===== config.mk =====
export PLATFORM = sky130hd
export DESIGN_NAME = instr_fetch_pc_unit
export DESIGN_NICKNAME = d
export VERILOG_FILES = /design/src/rtl/instr_fetch_pc_unit_pkg.sv /design/src/rtl/instr_fetch_pc_unit_next_pc_calc.sv /design/src/rtl/instr_fetch_pc_unit.sv
export SDC_FILE = /design/constraint.sdc
export NUM_CORES = 1
export LEC_CHECK = 0
export CORE_MARGIN = 5
export CORE_UTILIZATION = 35
export CTS_BUF_LIST = sky130_fd_sc_hd__clkbuf_4
export DETAILED_ROUTE_END_ITERATION = 6
export MAX_ROUTING_LAYER = met4
export RECOVER_POWER = 50
export SETUP_SLACK_MARGIN = 0.1
export SLEW_MARGIN = 5
export SYNTH_ARGS = -nofsm -noshare
export SYNTH_HDL_FRONTEND = slang
export SYNTH_SLANG_ARGS = --single-unit
export TNS_END_PERCENT = 5

===== constraint.sdc =====
create_clock -name clk -period 11.5 [get_ports clk]
set_input_delay 3.45 -clock clk [delete_from_list [all_inputs] [get_ports clk]]
set_output_delay 3.45 -clock clk [all_outputs]
set_load 0.01 [all_outputs]

===== src/rtl/instr_fetch_pc_unit_pkg.sv =====
// Shared encodings for the fetch/PC unit: instruction layout, opcodes, fetch states.
package instr_fetch_pc_unit_pkg;

    localparam int unsigned ADDR_W_DEF   = 32;
    localparam int unsigned INSTR_W      = 32;
    localparam logic [31:0] RESET_PC_DEF = 32'h0000_0000;

    typedef enum logic [5:0] {
        OP_RTYPE = 6'h00,
        OP_J     = 6'h02,
        OP_JAL   = 6'h03,
        OP_BEQ   = 6'h04,
        OP_BNE   = 6'h05
    } opcode_e;

    typedef enum logic [5:0] {
        FN_JR   = 6'h08,
        FN_JALR = 6'h09
    } funct_e;

    typedef enum logic {
        FETCH_IDLE = 1'b0,
        FETCH_REQ  = 1'b1
    } fetch_state_e;

    // R-type view of the instruction register; I/J fields are re-sliced from it.
    typedef struct packed {
        logic [5:0] opcode;
        logic [4:0] rs;
        logic [4:0] rt;
        logic [4:0] rd;
        logic [4:0] shamt;
        logic [5:0] funct;
    } instr_t;

    function automatic logic is_jr(input instr_t ir);
        return (ir.opcode == 6'(OP_RTYPE)) && (ir.funct == 6'(FN_JR));
    endfunction

endpackage


===== src/rtl/instr_fetch_pc_unit_next_pc_calc.sv =====
// Combinational next-PC priority mux: JR, J/JAL, taken branch, sequential.
module next_pc_calc
    import instr_fetch_pc_unit_pkg::*;
#(
    parameter int unsigned ADDR_W = ADDR_W_DEF
) (
    input  logic [ADDR_W-1:0] pc,
    input  instr_t            ir,
    input  logic              jump,
    input  logic              beq,
    input  logic              bne,
    input  logic              zero,
    input  logic [31:0]       rs_data,
    output logic [ADDR_W-1:0] pc_plus4_c,
    output logic [ADDR_W-1:0] next_pc_c
);

    localparam int unsigned SEXT_W = ADDR_W - 18;

    logic [15:0]       imm;
    logic [ADDR_W-1:0] br_off;
    logic [ADDR_W-1:0] br_target;
    logic [ADDR_W-1:0] j_target;
    logic              br_taken;

    assign imm        = {ir.rd, ir.shamt, ir.funct};
    assign pc_plus4_c = pc + ADDR_W'(4);
    assign br_off     = {{SEXT_W{imm[15]}}, imm, 2'b00};
    assign br_target  = pc_plus4_c + br_off;
    assign j_target   = {pc_plus4_c[ADDR_W-1:28], ir.rs, ir.rt, imm, 2'b00};
    assign br_taken   = (beq && zero) || (bne && !zero);

    always_comb begin
        next_pc_c = pc_plus4_c;
        if (jump && is_jr(ir)) begin
            next_pc_c = ADDR_W'(rs_data);
        end else if (jump) begin
            next_pc_c = j_target;
        end else if (br_taken) begin
            next_pc_c = br_target;
        end
    end

endmodule


===== src/rtl/instr_fetch_pc_unit.sv =====
// Program counter, instruction register and the req/ack instruction-fetch FSM
// of the multicycle CPU.
module instr_fetch_pc_unit
    import instr_fetch_pc_unit_pkg::*;
#(
    parameter logic [31:0] RESET_PC = RESET_PC_DEF,
    parameter int unsigned ADDR_W   = ADDR_W_DEF
) (
    input  logic              clk,
    input  logic              reset,
    input  logic              fetch_start,
    output logic              imem_req,
    output logic [ADDR_W-1:0] imem_addr,
    input  logic              imem_ack,
    input  logic [31:0]       imem_rdata,
    output logic              fetch_busy,
    output logic              ir_valid,
    output logic [5:0]        opcode,
    output logic [5:0]        funct,
    output logic [4:0]        rs,
    output logic [4:0]        rt,
    output logic [4:0]        rd,
    output logic [15:0]       imm,
    input  logic              pc_we,
    input  logic              jump,
    input  logic              beq,
    input  logic              bne,
    input  logic              zero,
    input  logic [31:0]       rs_data,
    output logic [ADDR_W-1:0] pc,
    output logic [ADDR_W-1:0] pc_plus4
);

    fetch_state_e      state_q;
    logic [ADDR_W-1:0] pc_q;
    logic [ADDR_W-1:0] pc_d;
    logic [ADDR_W-1:0] addr_q;
    instr_t            ir_q;
    logic              req_q;
    logic              busy_q;
    logic              ir_valid_q;
    logic              upd_done_q;

    logic [ADDR_W-1:0] next_pc_c;
    logic              pc_upd_c;

    next_pc_calc #(
        .ADDR_W (ADDR_W)
    ) u_next_pc_calc (
        .pc         (pc_q),
        .ir         (ir_q),
        .jump       (jump),
        .beq        (beq),
        .bne        (bne),
        .zero       (zero),
        .rs_data    (rs_data),
        .pc_plus4_c (pc_plus4),
        .next_pc_c  (next_pc_c)
    );

    // Only the first PC write per loaded instruction counts, and never mid-fetch.
    assign pc_upd_c = pc_we && !upd_done_q && (state_q == FETCH_IDLE);
    assign pc_d     = pc_upd_c ? next_pc_c : pc_q;

    always_ff @(posedge clk) begin
        if (reset) begin
            state_q    <= FETCH_IDLE;
            pc_q       <= ADDR_W'(RESET_PC);
            addr_q     <= ADDR_W'(RESET_PC);
            ir_q       <= '0;
            req_q      <= 1'b0;
            busy_q     <= 1'b0;
            ir_valid_q <= 1'b0;
            upd_done_q <= 1'b0;
        end else begin
            pc_q <= pc_d;
            if (pc_upd_c) begin
                upd_done_q <= 1'b1;
            end
            case (state_q)
                FETCH_IDLE: begin
                    // A same-cycle PC write is folded in, so the fetch uses the new PC.
                    if (fetch_start) begin
                        state_q    <= FETCH_REQ;
                        req_q      <= 1'b1;
                        busy_q     <= 1'b1;
                        addr_q     <= pc_d;
                        ir_valid_q <= 1'b0;
                    end
                end
                FETCH_REQ: begin
                    if (imem_ack) begin
                        state_q    <= FETCH_IDLE;
                        req_q      <= 1'b0;
                        busy_q     <= 1'b0;
                        ir_q       <= instr_t'(imem_rdata);
                        ir_valid_q <= 1'b1;
                        upd_done_q <= 1'b0;
                    end
                end
                default: begin
                    state_q <= FETCH_IDLE;
                    req_q   <= 1'b0;
                    busy_q  <= 1'b0;
                end
            endcase
        end
    end

    assign imem_req   = req_q;
    assign imem_addr  = addr_q;
    assign fetch_busy = busy_q;
    assign ir_valid   = ir_valid_q;
    assign pc         = pc_q;

    assign opcode = ir_q.opcode;
    assign funct  = ir_q.funct;
    assign rs     = ir_q.rs;
    assign rt     = ir_q.rt;
    assign rd     = ir_q.rd;
    assign imm    = {ir_q.rd, ir_q.shamt, ir_q.funct};

endmodule

==> flow_summary.toml, run 1 <==
[status]
status = "finished with violations"
violations = "max-capacitance violations, max-slew violations"

[routing]
vias_per_cell = 5.649
ant_nets = 0
drcViolationCount = 0
drtIter0Drc = 504
routedWlPerCell_um = 21.13
firstDrtPassIters = 5
num_vias = 7360
drt_wl_total_mm = 27.53

[finish]
drive_above_1_share_pct = 3.843
utilization_pct = 48.29
fin_area_sq_um = 9064
syn2layout_area_growth_pct = 35.22
fin_nets = 1172

[worst_setup_path]
startpoint = "reset"
critPathLaunchType = "input port"
crit_type = "in -> reg"
worstPathMaxFanout = 97
worstReg2RegStart = "pc[2]"
cp_data_arrival_time_ps = 7590
critPathRequiredTime_ps = 11910
end_kind = "register"

[pwr]
p_int_uw = 558.0
p_sw_uw = 310.6
peakVddDrop_mv = 0.05901
p_per_area_nw_per_um2 = 95.82
pwr-share-comb_pct = 29.3
sw_frac_of_total_pct = 35.76
p_seq_share_pct = 45.7
p_leak_uw = 0.003703
clkPwrFrac_pct = 25.0

[flow_run]
maxCapViolCount = 1

[synth]
ys.warnings.count = 0
synthFlopType = "dfxtp_1"
synthDistinctLibCells = 68
ys_ff_latch = 100
syn_area_sq_um = 6703
avgSynthCellArea_sq_um = 7.497
synth_edf_count = 0
async_reset_ff_share_pct = 0
syn-instance-count = 894
syn_nets = 1004
ys_seq_area_share_pct = 29.87

[sta]
setup_tns_ps = 0
finalHoldViolCount = 0
finalMaxSlewViolations = 98
hold_slack_ps = 462.8
setup_violations = 0
relSlewSlack_pct = -200.1
setup_ws_ps = 4316
fin_crit_ps = 7184
skew_ps = 23.18
fin_crit_sh_pct = 62.47
rsz0062_at_grt = "false"
fmaxAchievable_mhz = 139.2
worst_pin_slew_ps = 4502

[global_routing]
grt_pass1_vias = 7190
grt_max_degree = 98
antenna_found_initial = 2
grt_usage_pct = 24.94
grt_pass1_wl_mm = 41.33
overflow = 0

[die]
ios = 215
dieWidth_um = 148.4
die_y_um = 148.4
initial_core_util_pct = 35.71
dieArea_sq_um = 22020
core_area_sq_um = 18770
rows = 50

[cts]
ctsHtreeMaxLevel = 3
path_clk_slew_ps = 190
cts_buffers = 9
clock-sinks = 100
clk_latency_ps = 510
cts_resized = 0
cts_tree = "yes"
root_buffer = "clkbuf_4"
post-cts-setup-buffers = 0
holdBufCountCts = 0
clock_path_buffers = 2

[place]
pre_cts_ws_ps = 4428
dpl-instance-area_sq_um = 8906
routabilityCongestion = 0.9460
port_buffers = 214
hpwl_mm = 20.93

[min_path]
hold_class = "reg -> reg"
hp-start = "imem_addr[12]"
[registers in the layout, indices dropped and copies added, names as in the netlist, 5 cells and up]
name and count:
funct 6, imem_addr 32, imm 5, opcode 6, pc 32, rd 5
rs 5, rt 5
[cell type report]
| class | count | area (sq um) |
|---|---|---|
| tap | 234 | 292.8 |
| fill | 1923 | 9704 |
| inverter | 15 | 56.30 |
| sequential | 100 | 2002 |
| antenna | 2 | 5.005 |
| clock inverter | 7 | 88.84 |
| timing repair buffer | 223 | 2203 |
| clock buffer | 9 | 67.56 |
| multi-input combinational | 713 | 4348 |
[cell families (layout without fill, tap and decap cells)]
kind of cell / after synthesis / in the layout / synth area share [%]
muxes: 6 / 6 / 0.9147
other: 0 / 2 / 0
adders and majority gates: 37 / 37 / 7.019
AOI/OAI and AO/OA: 274 / 274 / 26.68
xor gates and xnor gates: 46 / 46 / 6.123
DFF: 100 / 100 / 29.87
buffers and inverters: 81 / 254 / 5.432
and+or+nand+nor: 350 / 350 / 23.97
[Yosys cell counts, types with 4 or more instances]
master / count / area (sq um)
xnor2_1: 26 / 227.7
and2_1: 7 / 43.79
nand2_1: 134 / 503.0
clkbuf_1: 42 / 157.7
a311oi_1: 5 / 43.79
nor4_1: 7 / 43.79
buf_2: 6 / 30.03
a211o_1: 5 / 43.79
mux2i_1: 5 / 50.05
a211oi_1: 31 / 232.7
o31ai_1: 6 / 45.04
nor2_1: 103 / 386.6
and4_1: 5 / 43.79
inv_1: 15 / 56.30
a31oi_1: 6 / 37.54
a21boi_0: 4 / 30.03
o211ai_1: 11 / 82.58
o21a_1: 5 / 37.54
a22oi_1: 4 / 30.03
nand4_1: 13 / 81.33
and3_1: 11 / 68.82
nor3_1: 21 / 105.1
dfxtp_1: 100 / 2002
a21oi_1: 91 / 455.4
buf_4: 14 / 105.1
o221ai_1: 4 / 35.03
nand3_1: 18 / 90.09
buf_1: 4 / 15.01
o21ai_0: 44 / 220.2
a221oi_1: 5 / 43.79
ha_1: 36 / 450.4
a21o_1: 15 / 112.6
nand2b_1: 10 / 62.56
o22a_1: 4 / 35.03
xor2_1: 19 / 166.4
[metal layers]
| metal | vias to the layer above | GRT usage, % | wire [um] |
|---|---|---|---|
| met5 | - | - | 0 |
| met4 | 0 | 7.252 | 590 |
| met3 | 34 | 4.845 | 2060 |
| met2 | 294 | 40.47 | 12710 |
| met1 | 3469 | 31.74 | 12160 |
| li1 | 3563 | - | - |
[per-stage QoR]
step / cells / total power, uW
after CTS: 1301 / 878.6
final: 1303 / 868.5
after global placement: 1285 / 662.7
after floorplan: 894 / 528.9
after global routing: 1303 / 911.3
after detailed placement: 1285 / 663.0
[worst max-delay path, stage by stage]
cell      delay [ps]
clkbuf_1        3110
nor2_1           620
o22a_1           400
[power by group through the flow]
stage / logic [uW] / registers [uW] / clock network [uW]
floorplan: 125 / 404 / 0
finish: 254 / 397 / 217
detailed placement: 258 / 405 / 0
global route: 275 / 400 / 236
CTS: 259 / 398 / 221
global placement: 258 / 405 / 0
[layout by cell type, fill, tap and decap left out, drive strengths merged, types with 20 or more instances in the layout]
cell type,count
xnor2,26
o21ai,46
clkdlybuf4s50,128
xor2,20
a211oi,32
a21oi,92
nor2,103
dfxtp,100
nand2,134
inv,20
nor3,22
ha,36
dlygate4sd3,85
[path summary, 6_finish.rpt]
path | end | slack [ps] | depth (start not counted)
setup / recovery | imem_addr[2] | 4320 | 3
hold / removal | imem_addr[12] | 460 | 2
setup reg to reg | imem_addr[24] | 6380 | 16
hold reg to reg | imem_addr[12] | 460 | 2
Note: power is estimated with default switching activity, not from simulation.
==> run 2, diff against run 1 <==
- PLACE_DENSITY: unset -> 0.66
- clock period: 11.5 -> 6.04 ns (I/O delays scaled with it)
==> run 2 against run 1 <==
The flow still finishes with violations (max-capacitance violations, max-slew violations). Count of clock-buffer cells in the layout grew 1. Sequential power up 89%. Worst setup slack got worse by 3500 ps. Hold slack better by 9.9 ps. Wire length is essentially flat.
==> flow_summary.toml, run 2 (synthesis gave the netlist of run 1 again) <==
[status]
status = "finished with violations"
violations = "max-capacitance violations, max-slew violations"

[place]
routabilityCongestion = 0.9416
hpwl_mm = 21.49
port_buffers = 214
pre_cts_ws_ps = 1435

[global_routing]
overflow = 0
grt_usage_pct = 25.26
grt_max_degree = 98
grt_pass1_wl_mm = 41.77
grt_pass1_vias = 7075
antenna_found_initial = 1

[worst_setup_path]
slowest_stage = "clkdlybuf4s50_1"
cp_data_arrival_time_ps = 3420
critPathRequiredTime_ps = 4230
crit_buf_inv = 1
path_delay_family = "simple AND/OR/NAND/NOR gates"
path_common_cell = "and4_1"
end_kind = "output pin"
worstPathMaxFanout = 7
crit_type = "reg -> out"
crit_chain = "and4_1 > nand4_1 > nor2_1 > and4_1 > xor2_1 > clkdlybuf4s50_1"
max_stage_delay_ps = 640
critPathLaunchType = "register"

[sta]
setup_ws_ps = 805.7
fin_crit_ps = 5234
finalMaxSlewViolations = 98
worst_pin_slew_ps = 2075
setup_violations = 0
finalHoldViolCount = 0
rsz0062_at_grt = "false"
skew_ps = 14.16
setup_tns_ps = 0
fmaxAchievable_mhz = 191.0
hold_slack_ps = 472.6
relSlewSlack_pct = -38.32
fin_crit_sh_pct = 86.66

[die]
ios = 215
rows = 50
core_area_sq_um = 18770
die_y_um = 148.4
initial_core_util_pct = 35.71
dieWidth_um = 148.4
dieArea_sq_um = 22020

[cts]
cts_buffers = 9
clock_path_buffers = 2
cts_resized = 0
holdBufCountCts = 0
post-cts-setup-buffers = 0
clock-sinks = 100
clk_latency_ps = 480
path_clk_slew_ps = 170
cts_tree = "yes"
ctsHtreeMaxLevel = 3
root_buffer = "clkbuf_4"

[finish]
final_cell_mix = "134 x nand2_1, 129 x clkdlybuf4s50_1, 103 x nor2_1"
fin_nets = 1175
final_common_cell = "nand2_1"
drive_above_1_share_pct = 4.112
syn2layout_area_growth_pct = 35.04

[routing]
drcViolationCount = 0
firstDrtPassIters = 5
ant_nets = 0
vias_per_cell = 5.628
drt_wl_total_mm = 27.52
num_vias = 7345
routedWlPerCell_um = 21.09
drtIter0Drc = 656

[pwr]
p_per_area_nw_per_um2 = 175.9
peakVddDrop_mv = 0.1089
p_leak_uw = 0.003691

[flow_run]
maxCapViolCount = 1

[min_path]
hold_class = "reg -> reg"
run 2: power by group:
part	total [uW]	internal [uW]	leakage, uW	switching, uW
clock	352	94.0	0.0000630	258
combinational	491	222	0.00281	269
sequential	749	701	0.000818	47.6
run 2: path summary, 6_finish.rpt:
| path | depth (start not counted) | slack (ps) | to | startpoint |
|---|---|---|---|---|
| worst max register to register | 15 | 1480 | imem_addr[27] | pc[2] |
| worst max-delay path | 6 | 810 | pc_plus4[25] | pc[16] |
| worst min-delay path | 2 | 470 | imem_addr[5] | imem_addr[5] |
| worst min register to register | 2 | 470 | imem_addr[5] | imem_addr[5] |
run 2: per-stage QoR:
step / util [%] / total power, uW / area, sq um / std cells
floorplan: - / 1007 / 6703 / 894
global placement: 47.57 / 1266 / 8929 / 1288
detailed placement: 47.57 / 1265 / 8929 / 1288
CTS: 48.23 / 1619 / 9051 / 1304
global route: 48.23 / 1678 / 9051 / 1305
finish: 48.23 / 1592 / 9051 / 1305
run 2: layer usage:
metal  vias to the layer above  routed length, um  global-route usage (%)
met5                         -                  0                       -
met4                         0                639                   7.529
met3                        43               2064                   4.906
met2                       311              13020                   41.68
met1                      3428              11800                   31.52
li1                       3563                  -                       -
run 2: layout make-up:
type | instances | area [sq um]
clock buffer | 10 | 75.07
timing repair buffer | 226 | 2227
sequential | 100 | 2002
inverter | 15 | 56.30
antenna | 1 | 2.502
tap | 234 | 292.8
clock inverter | 6 | 47.55
fill | 1885 | 9717
multi-input combinational | 713 | 4348
run 2: worst reg2reg max path: cells and delay by family (launching register included):
kind,cells,cell delay (ps)
flops,1,450
xor+xnor,2,370
simple gates,6,1610
compound gates,5,1270
fa+ha+maj,2,700
==> run 3, diff against run 2 <==
- ABC_AREA: unset -> 1
- PLACE_DENSITY: 0.66 -> unset
==> run 3 against run 2 <==
The run still ends with max-capacitance violations, max-slew violations left. Via count grew 21%. Critical path type unchanged. Sequential share of layout area fell by 2.3 points. Power grew 1.5%. Cell count up 37%. Area after synthesis increased by 15%.
==> flow_summary.toml, run 3 <==
[synth]
synthFlopType = "dfxtp_1"
avgSynthCellArea_sq_um = 5.821
syn-instance-count = 1320
synth_top_area_share_pct = 26.05
synthTopCellsByCount = "441 x nand2_1, 198 x inv_1, 135 x nor2_1"
yosys.area.top_type = "dfxtp_1"
yosys.cell_count.top_type = "nand2_1"
ys.warnings.count = 0
synthDistinctLibCells = 45
syn_nets = 1430
synth_edf_count = 0
yosys-top-cells-area = "dfxtp_1 26%, nand2_1 22%, inv_1 9.7%"
ys_seq_area_share_pct = 26.05
ys_ff_latch = 100
syn_area_sq_um = 7684
async_reset_ff_share_pct = 0

[finish]
final_common_cell = "nand2_1"
utilization_pct = 46.67
fin_nets = 1618
final.fill_count = 2337
fin_cells = 1794
syn2layout_area_growth_pct = 31.74
drive_above_1_share_pct = 3.239
final_cell_mix = "441 x nand2_1, 198 x inv_1, 135 x nor2_1"

[die]
dieArea_sq_um = 25020
core_area_sq_um = 21690
die_y_um = 158.2
initial_core_util_pct = 35.43
rows = 54
ios = 215
dieWidth_um = 158.2

[routing]
firstDrtPassIters = 7
vias_per_cell = 4.943
drcViolationCount = 0
drt_wl_total_mm = 32.30
drtIter0Drc = 561
routedWlPerCell_um = 18.00
ant_nets = 0
num_vias = 8867

[worst_setup_path]
critPathLaunchType = "register"
worstPathMaxFanout = 6
crit_chain = "ha_1 > inv_1 > nor2_1 > nand2_2 > nor2_1 > nand2_1 > xor2_1 > inv_1 > clkdlybuf4s50_1"
critPathRequiredTime_ps = 4230
end_kind = "output pin"
max_stage_delay_ps = 560
crit_type = "reg -> out"
r2r_setup_slack_ps = 2110
slowest_stage = "clkdlybuf4s50_1"
cp_data_arrival_time_ps = 3080

[pwr]
p_seq_share_pct = 46.3
p_sw_uw = 609.5
p_leak_uw = 0.005138
pwr-share-comb_pct = 30.7
sw_frac_of_total_pct = 37.70
clkPwrFrac_pct = 23.0
p_per_area_nw_per_um2 = 159.7
peakVddDrop_mv = 0.1183
p_int_uw = 1007

[place]
hpwl_mm = 26.32
dp.cells = 1777
routabilityCongestion = 0.9803
port_buffers = 214

[sta]
worst_pin_slew_ps = 1669
fin_crit_sh_pct = 80.98
relSlewSlack_pct = -11.24
fmaxAchievable_mhz = 204.5
fin_crit_ps = 4891
skew_ps = 22.60
rsz0062_at_grt = "false"
setup_violations = 0
finalMaxSlewViolations = 71
setup_tns_ps = 0
finalHoldViolCount = 0

[cts]
root_buffer = "clkbuf_4"
cts_resized = 0
post-cts-setup-buffers = 0
clock_path_buffers = 2
cts_buffers = 9
path_clk_slew_ps = 190
clk_latency_ps = 510
holdBufCountCts = 0
ctsHtreeMaxLevel = 3
cts_tree = "yes"
clock-sinks = 100

[global_routing]
grt_pass1_wl_mm = 50.17
antenna_found_initial = 1
grt_usage_pct = 26.81
overflow = 0
grt_max_degree = 45
grt_pass1_vias = 8959

[flow_run]
maxCapViolCount = 2

[status]
status = "finished with violations"
violations = "max-capacitance violations, max-slew violations"

[min_path]
hold_class = "reg -> reg"
==> run 3: cell types whose count changed in the layout (fill, tap and decap cells not counted), moves of 11 or more <==
cell      change
a211oi_1     -31
a21o_1       -11
inv_1       +183
nand2_1     +307
nand3_1      +72
nor2_1       +32
o21ai_0      +39
xnor2_1      -21
==> run 3: per-stage QoR <==
step	hold WS (ps)	area, sq um	total power, uW	worst slack (ps)
after floorplan	435.7	7684	1008	2691
after global placement	438.3	9990	1271	1637
after detailed placement	440.3	9990	1271	1601
after CTS	466.8	10130	1648	1155
after global routing	487.8	10120	1714	895.2
final	459.3	10120	1617	1149
==> run 3: path summary, 6_finish.rpt <==
kind / start / to / cells past startpoint
worst max-delay path: pc[2] / pc_plus4[18] / 9
worst min-delay path: imem_addr[28] / imem_addr[28] / 2
worst max register to register: pc[2] / imem_addr[16] / 20
worst min register to register: imem_addr[28] / imem_addr[28] / 2
==> run 3: per-layer routing <==
metal | routed length [um] | share of wire (%) | track usage, %
met1 | 14560 | 45 | 34.43
met2 | 14700 | 46 | 42.74
met3 | 1953 | 6.0 | 5.303
met4 | 1085 | 3.4 | 8.123
met5 | 0 | 0 | -
==> run 3: worst max-delay path: cells and delay by family (launching register included) <==
kind	cells	cell delay, ps
xor+xnor	1	160
fa+ha+maj	1	350
buf+inv	3	820
flops	1	460
simple gates	4	790
==> run 3: power by group through the flow <==
stage / Sequential (uW) / Clock [uW] / Combinational, uW
final: 748 / 372 / 496
after CTS: 750 / 386 / 511
after global placement: 764 / 0 / 507
after floorplan: 761 / 0 / 247
after global routing: 754 / 412 / 548
after detailed placement: 763 / 0 / 508
==> run 3: area by class of cell <==
class | count | area, sq um | area share, %
multi-input cells | 970 | 4651 | 45.95
repair buffers | 226 | 2225 | 21.98
flip-flops and latches | 100 | 2002 | 19.78
inverters | 201 | 754.5 | 7.454
well taps | 280 | 350.3 | 3.461
clock inverters | 7 | 70.07 | 0.6922
clock buffers | 9 | 67.56 | 0.6675
diodes | 1 | 2.502 | 0.02472
==> run 3: cells by family (layout without fill, tap and decap cells) <==
| kind of cell | count (synthesis) | after routing | synth area share (%) |
|---|---|---|---|
| and+or+nand+nor | 725 | 725 | 39.11 |
| buffers and inverters | 250 | 443 | 13.42 |
| AOI/OAI and AO/OA | 188 | 188 | 12.99 |
| DFF | 100 | 100 | 26.05 |
| adders and majority gates | 37 | 37 | 6.123 |
| xor gates and xnor gates | 19 | 19 | 2.166 |
| muxes | 1 | 1 | 0.1303 |
| other | 0 | 1 | 0 |
